<file path="config.mk">
export PLATFORM = sky130hd
export DESIGN_NAME = sobel_frame_sequencer_flat
export DESIGN_NICKNAME = d
export VERILOG_FILES = /design/src/rtl/sobel_pkg.sv /design/src/rtl/sobel_frame_sequencer_if.sv /design/src/rtl/sobel_valid_delay.sv /design/src/rtl/sobel_frame_sequencer.sv /design/src/flat_wrapper.sv
export SDC_FILE = /design/constraint.sdc
export NUM_CORES = 1
export LEC_CHECK = 0
export ABC_AREA = 0
export BUFFER_PORTS_ARGS = -buffer_cell sky130_fd_sc_hd__clkbuf_2
export CAP_MARGIN = 20
export CORE_MARGIN = 2
export CORE_UTILIZATION = 50
export DETAILED_ROUTE_END_ITERATION = 10
export GPL_ROUTABILITY_DRIVEN = 0
export PLACE_DENSITY_LB_ADDON = 0.08
export SYNTH_ARGS = -nofsm -noshare
export SYNTH_HDL_FRONTEND = slang
export SYNTH_SLANG_ARGS = --single-unit
</file>
<file path="constraint.sdc">
create_clock -name clk_i -period 4.6 [get_ports clk_i]
set_input_delay 0.69 -clock clk_i [delete_from_list [all_inputs] [get_ports clk_i]]
set_output_delay 0.69 -clock clk_i [all_outputs]
set_load 0.03 [all_outputs]
</file>
<file path="src/rtl/sobel_pkg.sv">
// Shared definitions for the Sobel magnitude path: frame-walk defaults and sequencer states.
package sobel_pkg;

    localparam int unsigned DefStartAddr = 770;
    localparam int unsigned DefEndAddr   = 523518;
    localparam int unsigned DefAddrStep  = 2;
    localparam int unsigned DefAddrW     = 24;

    typedef enum logic [2:0] {
        StIdle,
        StRun,
        StPause,
        StDrain,
        StDone
    } seq_state_e;

    // Width of a counter that runs 0..n-1, never narrower than one bit.
    function automatic int unsigned cnt_w(int unsigned n);
        return (n < 2) ? 1 : $clog2(n);
    endfunction

endpackage

</file>
<file path="src/rtl/sobel_frame_sequencer_if.sv">
// Handshake bundle between the frame sequencer, its controller and the magnitude stage.
interface sobel_frame_sequencer_if
    import sobel_pkg::*;
#(
    parameter int unsigned ADDR_W = DefAddrW,
    parameter int unsigned HIT_W  = 20
);

    logic              start_en;
    logic              abort;
    logic              ds_ready;
    logic              mag_hit;
    logic [ADDR_W-1:0] pixel_addr;
    logic              addr_valid;
    logic              mag_en;
    logic              busy;
    logic              done;
    logic [HIT_W-1:0]  hit_count;

    modport master (
        input  start_en, abort, ds_ready, mag_hit,
        output pixel_addr, addr_valid, mag_en, busy, done, hit_count
    );

    modport slave (
        output start_en, abort, ds_ready, mag_hit,
        input  pixel_addr, addr_valid, mag_en, busy, done, hit_count
    );

endinterface

</file>
<file path="src/rtl/sobel_valid_delay.sv">
// Delays the issued-address valid by the magnitude pipeline latency so hits can be
// attributed to real beats; clr_i flushes beats still in flight.
module sobel_valid_delay #(
    parameter int unsigned Depth = 2
) (
    input  logic clk_i,
    input  logic rst_ni,
    input  logic clr_i,
    input  logic d_i,
    output logic q_o
);

    logic [Depth-1:0] sr_q, sr_d;

    always_comb begin
        sr_d = clr_i ? '0 : ((sr_q << 1) | Depth'(d_i));
    end

    always_ff @(posedge clk_i or negedge rst_ni) begin
        if (!rst_ni) begin
            sr_q <= '0;
        end else begin
            sr_q <= sr_d;
        end
    end

    assign q_o = sr_q[Depth-1];

endmodule

</file>
<file path="src/rtl/sobel_frame_sequencer.sv">
// Walks one frame of pixel addresses in paced bursts, drains the magnitude pipeline and
// counts thresholded pixels. Outputs are registered and reflect the state acted on at each edge.
module sobel_frame_sequencer
    import sobel_pkg::*;
#(
    parameter int unsigned START_ADDR = DefStartAddr,
    parameter int unsigned END_ADDR   = DefEndAddr,
    parameter int unsigned BEATS      = 4,
    parameter int unsigned PAUSE      = 1,
    parameter int unsigned ADDR_STEP  = DefAddrStep,
    parameter int unsigned ADDR_W     = DefAddrW,
    parameter int unsigned PIPE_LAT   = 2,
    parameter int unsigned HIT_W      = 20
) (
    input logic                    clk_i,
    input logic                    rst_ni,
    sobel_frame_sequencer_if.master bus_io
);

    localparam int unsigned BeatW    = cnt_w(BEATS);
    localparam int unsigned PauseW   = cnt_w(PAUSE);
    localparam int unsigned DrainW   = cnt_w(PIPE_LAT);
    localparam int unsigned AddrExtW = ADDR_W + 1;

    seq_state_e        state_q, state_d;
    logic [ADDR_W-1:0] nxt_q, nxt_d;
    logic [ADDR_W-1:0] pix_q, pix_d;
    logic [BeatW-1:0]  beat_q, beat_d;
    logic [PauseW-1:0] pause_q, pause_d;
    logic [DrainW-1:0] drain_q, drain_d;
    logic              vld_q, vld_d;
    logic              mag_en_q, mag_en_d;
    logic              busy_q, busy_d;
    logic              done_q, done_d;
    logic [HIT_W-1:0]  hit_q, hit_d;
    logic              dly_clr;
    logic              dly_valid;
    logic              last_beat;

    // One extra bit keeps the end-of-frame compare from wrapping near the top of the space.
    assign last_beat = ({1'b0, nxt_q} + AddrExtW'(ADDR_STEP)) > AddrExtW'(END_ADDR);

    always_comb begin
        state_d  = state_q;
        nxt_d    = nxt_q;
        pix_d    = pix_q;
        beat_d   = beat_q;
        pause_d  = pause_q;
        drain_d  = drain_q;
        vld_d    = 1'b0;
        mag_en_d = 1'b0;
        busy_d   = (state_q != StIdle);
        done_d   = 1'b0;
        hit_d    = hit_q;
        dly_clr  = 1'b0;

        if (dly_valid && bus_io.mag_hit && (hit_q != '1)) begin
            hit_d = hit_q + 1'b1;
        end

        if ((state_q != StIdle) && bus_io.abort) begin
            state_d = StIdle;
            dly_clr = 1'b1;
        end else begin
            unique case (state_q)
                StIdle: begin
                    if (bus_io.start_en && !bus_io.abort) begin
                        state_d = StRun;
                        nxt_d   = ADDR_W'(START_ADDR);
                        pix_d   = ADDR_W'(START_ADDR);
                        beat_d  = '0;
                        pause_d = '0;
                        drain_d = '0;
                        hit_d   = '0;
                        busy_d  = 1'b1;
                    end
                end
                StRun: begin
                    mag_en_d = 1'b1;
                    if (bus_io.ds_ready) begin
                        vld_d = 1'b1;
                        pix_d = nxt_q;
                        nxt_d = nxt_q + ADDR_W'(ADDR_STEP);
                        if (last_beat) begin
                            state_d = StDrain;
                            drain_d = '0;
                        end else if (beat_q == BeatW'(BEATS - 1)) begin
                            beat_d = '0;
                            if (PAUSE > 0) begin
                                state_d = StPause;
                                pause_d = '0;
                            end
                        end else begin
                            beat_d = beat_q + 1'b1;
                        end
                    end
                end
                StPause: begin
                    mag_en_d = 1'b1;
                    if (pause_q == PauseW'(PAUSE - 1)) begin
                        state_d = StRun;
                        pause_d = '0;
                        beat_d  = '0;
                    end else begin
                        pause_d = pause_q + 1'b1;
                    end
                end
                StDrain: begin
                    mag_en_d = 1'b1;
                    if (drain_q == DrainW'(PIPE_LAT - 1)) begin
                        state_d = StDone;
                        drain_d = '0;
                    end else begin
                        drain_d = drain_q + 1'b1;
                    end
                end
                StDone: begin
                    done_d  = 1'b1;
                    state_d = StIdle;
                end
                default: state_d = StIdle;
            endcase
        end
    end

    always_ff @(posedge clk_i or negedge rst_ni) begin
        if (!rst_ni) begin
            state_q  <= StIdle;
            nxt_q    <= ADDR_W'(START_ADDR);
            pix_q    <= ADDR_W'(START_ADDR);
            beat_q   <= '0;
            pause_q  <= '0;
            drain_q  <= '0;
            vld_q    <= 1'b0;
            mag_en_q <= 1'b0;
            busy_q   <= 1'b0;
            done_q   <= 1'b0;
            hit_q    <= '0;
        end else begin
            state_q  <= state_d;
            nxt_q    <= nxt_d;
            pix_q    <= pix_d;
            beat_q   <= beat_d;
            pause_q  <= pause_d;
            drain_q  <= drain_d;
            vld_q    <= vld_d;
            mag_en_q <= mag_en_d;
            busy_q   <= busy_d;
            done_q   <= done_d;
            hit_q    <= hit_d;
        end
    end

    sobel_valid_delay #(
        .Depth(PIPE_LAT)
    ) u_valid_delay (
        .clk_i (clk_i),
        .rst_ni(rst_ni),
        .clr_i (dly_clr),
        .d_i   (vld_d),
        .q_o   (dly_valid)
    );

    assign bus_io.pixel_addr = pix_q;
    assign bus_io.addr_valid = vld_q;
    assign bus_io.mag_en     = mag_en_q;
    assign bus_io.busy       = busy_q;
    assign bus_io.done       = done_q;
    assign bus_io.hit_count  = hit_q;

endmodule

</file>
<file path="src/flat_wrapper.sv">
// flat-port wrapper written by rule: the top's interface ports become plain ports
module sobel_frame_sequencer_flat import sobel_pkg::*;
#(
    parameter int unsigned START_ADDR = DefStartAddr,
    parameter int unsigned END_ADDR   = DefEndAddr,
    parameter int unsigned BEATS      = 4,
    parameter int unsigned PAUSE      = 1,
    parameter int unsigned ADDR_STEP  = DefAddrStep,
    parameter int unsigned ADDR_W     = DefAddrW,
    parameter int unsigned PIPE_LAT   = 2,
    parameter int unsigned HIT_W      = 20
)
  (clk_i, rst_ni, bus_io_start_en, bus_io_abort, bus_io_ds_ready, bus_io_mag_hit, bus_io_pixel_addr, bus_io_addr_valid, bus_io_mag_en, bus_io_busy, bus_io_done, bus_io_hit_count);
  sobel_frame_sequencer_if #(.ADDR_W(ADDR_W), .HIT_W(HIT_W)) bus_io_i ();
  input logic clk_i;
  input logic rst_ni;
  input wire logic [$bits(bus_io_i.start_en)-1:0] bus_io_start_en;
  input wire logic [$bits(bus_io_i.abort)-1:0] bus_io_abort;
  input wire logic [$bits(bus_io_i.ds_ready)-1:0] bus_io_ds_ready;
  input wire logic [$bits(bus_io_i.mag_hit)-1:0] bus_io_mag_hit;
  output wire logic [$bits(bus_io_i.pixel_addr)-1:0] bus_io_pixel_addr;
  output wire logic [$bits(bus_io_i.addr_valid)-1:0] bus_io_addr_valid;
  output wire logic [$bits(bus_io_i.mag_en)-1:0] bus_io_mag_en;
  output wire logic [$bits(bus_io_i.busy)-1:0] bus_io_busy;
  output wire logic [$bits(bus_io_i.done)-1:0] bus_io_done;
  output wire logic [$bits(bus_io_i.hit_count)-1:0] bus_io_hit_count;
  assign bus_io_i.start_en = bus_io_start_en;
  assign bus_io_i.abort = bus_io_abort;
  assign bus_io_i.ds_ready = bus_io_ds_ready;
  assign bus_io_i.mag_hit = bus_io_mag_hit;
  assign bus_io_pixel_addr = bus_io_i.pixel_addr;
  assign bus_io_addr_valid = bus_io_i.addr_valid;
  assign bus_io_mag_en = bus_io_i.mag_en;
  assign bus_io_busy = bus_io_i.busy;
  assign bus_io_done = bus_io_i.done;
  assign bus_io_hit_count = bus_io_i.hit_count;
  sobel_frame_sequencer #(.START_ADDR(START_ADDR), .END_ADDR(END_ADDR), .BEATS(BEATS), .PAUSE(PAUSE), .ADDR_STEP(ADDR_STEP), .ADDR_W(ADDR_W), .PIPE_LAT(PIPE_LAT), .HIT_W(HIT_W)) u_core (.clk_i(clk_i), .rst_ni(rst_ni), .bus_io(bus_io_i));
endmodule
</file>
==> flow_summary.json <==
{
  "setup_tns_ns": 0,
  "grt_pass1_wl_mm": 14.6,
  "p_total_uw": 1550,
  "n_antenna_cell": 0,
  "synth_top_area_cell": "dfrtp_1",
  "routedWlPerCell_um": 15.7,
  "fin_ws_ns": 1.60,
  "grt.total_usage_pct": 21.1,
  "synth-adder-area-share_pct": 1.26,
  "io_buffers": 52,
  "hpwlAfterDp_mm": 5.58,
  "routed_wl_mm": 8.53,
  "powerDensity_nw_per_um2": 346,
  "synth_seq_cells": 77,
  "endpoint": "u_core.beat_q[1]$_DFFE_PN0P_",
  "skew_ns": 0.0103,
  "synth_area_leaders": "dfrtp_1 45%, a22o_1 5.1%, o21ai_0 4.4%",
  "finalSetupViolations": 0,
  "crit_path_cell_trace": "ha_1 -> nand3_2 -> nor4_2 -> nand3b_1 -> o21a_1 -> a311oi_2 -> o21ai_1 -> a22o_1",
  "htreeDepth": 3,
  "io_pins": 54,
  "die-area_um2": 8700,
  "dieHeight_um": 93.3,
  "slew-limit-headroom_pct": 34.1,
  "place_ws_ns": 1.59,
  "crit_path_start_kind": "flip-flop",
  "core_um2": 7730,
  "synth_compound_area_share_pct": 18.3,
  "fin_crit_sh_pct": 65.2,
  "layout.nets": 447,
  "p_leak_uw": 0.00206,
  "grt_pass1_vias": 3032,
  "path_class": "flip-flop to flip-flop",
  "r2r_slack_ns": 1.60,
  "rows": 32,
  "synth_top_family_by_area": "simple AND/OR/NAND/NOR gates",
  "insertion_delay_ns": 0.35,
  "synth-xor-area-share_pct": 4.61,
  "timing.rr.end": "u_core.beat_q[1]$_DFFE_PN0P_",
  "ys_types": 61,
  "via_per_inst": 5.88,
  "cts_buffers": 9,
  "drive_above_1_share_pct": 21.9,
  "slowest_delay_ns": 0.64,
  "ctsResizeCount": 0,
  "worst_pin_slew_ns": 0.983,
  "yosys-mux-area-fraction_pct": 0.785,
  "final_util_pct": 58.1,
  "drv_cap": 0,
  "cts-hold-fix-buffers": 0,
  "cts.sinks": 77,
  "root_buffer": "clkbuf_8",
  "grt_overflow": 0,
  "syn_to_final_growth_pct": 12.6,
  "synth_edf_count": 0,
  "yosysWarnings": 0,
  "synth_area_per_cell_um2": 9.92,
  "clk_path_buf_depth": 2,
  "endpoint_kind": "flip-flop",
  "hold_path.class": "primary input to async pin",
  "syn_area_um2": 3990,
  "drtAntennaViolNets": 0,
  "critical_path_required_ns": 4.83,
  "cp_slowest_cell": "dfstp_2",
  "synthArstFlopShare_pct": 100,
  "hold_viol": 0,
  "antenna_found_initial": 0,
  "synthCells": 402,
  "cts_setup_buffers": 0,
  "cts_tree": "yes",
  "synth_ff_type": "dfrtp_1",
  "first_pass_iters": 5,
  "syn_nets": 412,
  "via_count": 3201,
  "final_cell_mix": "71 x dfrtp_1, 51 x clkbuf_2, 43 x nand2_1",
  "crit_fanout": 9,
  "min_period_ns": 3.00,
  "dpl_cell_area_um2": 4240,
  "cp_data_arrival_time_ns": 3.23,
  "dieWidth_um": 93.3,
  "final_common_cell": "dfrtp_1",
  "rsz0062_at_grt": "false",
  "reg2reg_from": "u_core.nxt_q[1]$_DFFE_PN1P_",
  "peakVddDrop_v": 0.000218,
  "drt_iter0_drc": 109,
  "floorplan.initialDensity_pct": 51.6,
  "clk_pin_slew_ns": 0.08,
  "slew_violations": 0,
  "drcViolationCount": 0,
  "grt_max_degree": 78,
  "final_area_um2": 4490,
  "status": "completed",
  "worst_r2r_path_depth": 8,
  "clock.fmax_ghz": 0.334,
  "critPathLaunch": "u_core.nxt_q[1]$_DFFE_PN1P_",
  "synth_top_area_share_pct": 44.6,
  "yosysSeqAreaShare_pct": 48.5,
  "synth-simple-area-share_pct": 21.9
}
==> worst max-delay path: cells and delay by family (launching register included) <==
family | cells | cell delay (ns)
DFF | 1 | 0.64
adders and majority gates | 1 | 0.31
AOI/OAI and AO/OA | 4 | 1.11
and+or+nand+nor | 3 | 0.83
==> Yosys cell counts, drive strengths merged, types with 2 or more instances <==
library cell  number
dfrtp             71
and2               2
buf               13
and3              10
nor2b              2
nor3               6
clkbuf            18
xor2              15
mux2i              2
a21oi             15
a311oi             2
o22ai              2
or3                3
nand3             12
o31ai              6
dfstp              6
nor3b              2
o2111ai            2
nor4               9
xnor2              6
and4               5
a31oi              7
nor2              37
o21ai             36
nand4             18
inv                5
o21a               3
a22o              23
o22a               2
nand2             44
or4                2
ha                 4
==> power by group <==
part	internal, uW	switching (uW)
combinational	63.9	123
sequential	721	58.0
clock	336	251
total	1120	432
==> layer usage <==
layer / global-route usage [%] / part of all wire [%]
met4: 8.09 / 1.5
met5: 0 / 0
met1: 29.8 / 47
met3: 3.30 / 4.2
met2: 32.9 / 48
==> through the flow <==
step / std cells / hold WS [ns]
global route: 544 / 0.529
CTS: 543 / 0.502
detailed placement: 527 / 0.480
floorplan: 402 / 0.394
global placement: 527 / 0.467
finish: 544 / 0.474
==> registers in the layout (all words and copies together) (netlist names), 2 cells and up <==
register                  flops
u_core.bus_io.pixel_addr     23
u_core.nxt_q                 23
u_core.bus_io.hit_count      20
u_core.state_q                3
u_core.beat_q                 2
==> how the worst min path moves through the flow <==
stage                                                  start                                        to  slack (ns)  depth (start not counted)
floorplan                                             rst_ni              u_core.beat_q[0]$_DFFE_PN0P_        0.39                          0
global route         u_core.bus_io.pixel_addr[6]$_DFFE_PN0P_   u_core.bus_io.pixel_addr[6]$_DFFE_PN0P_        0.53                          1
CTS                 u_core.bus_io.pixel_addr[20]$_DFFE_PN0P_  u_core.bus_io.pixel_addr[20]$_DFFE_PN0P_        0.50                          2
global placement    u_core.bus_io.pixel_addr[20]$_DFFE_PN0P_  u_core.bus_io.pixel_addr[20]$_DFFE_PN0P_        0.47                          2
detailed placement  u_core.bus_io.pixel_addr[10]$_DFFE_PN0P_  u_core.bus_io.pixel_addr[10]$_DFFE_PN0P_        0.48                          1
finish                                                rst_ni            u_core.bus_io.mag_en$_DFF_PN0_        0.47                          1
==> final cells by class <==
class / instances / area, um^2
fillers: 681 / 3240
inverters: 6 / 22.5
clock inverters: 5 / 82.6
flip-flops and latches: 77 / 1930
well taps: 102 / 128
clock buffers: 11 / 151
repair buffers: 55 / 293
multi-input cells: 288 / 1880
==> cell families (layout without fill, tap and decap cells) <==
family | Yosys count | count (layout)
fa+ha+maj | 4 | 4
buf+inv | 37 | 77
other cells | 1 | 1
compound gates | 104 | 104
xor+xnor | 21 | 21
mux | 3 | 3
simple gates | 155 | 155
flops | 77 | 77
Note: power is estimated with default switching activity, not from simulation.
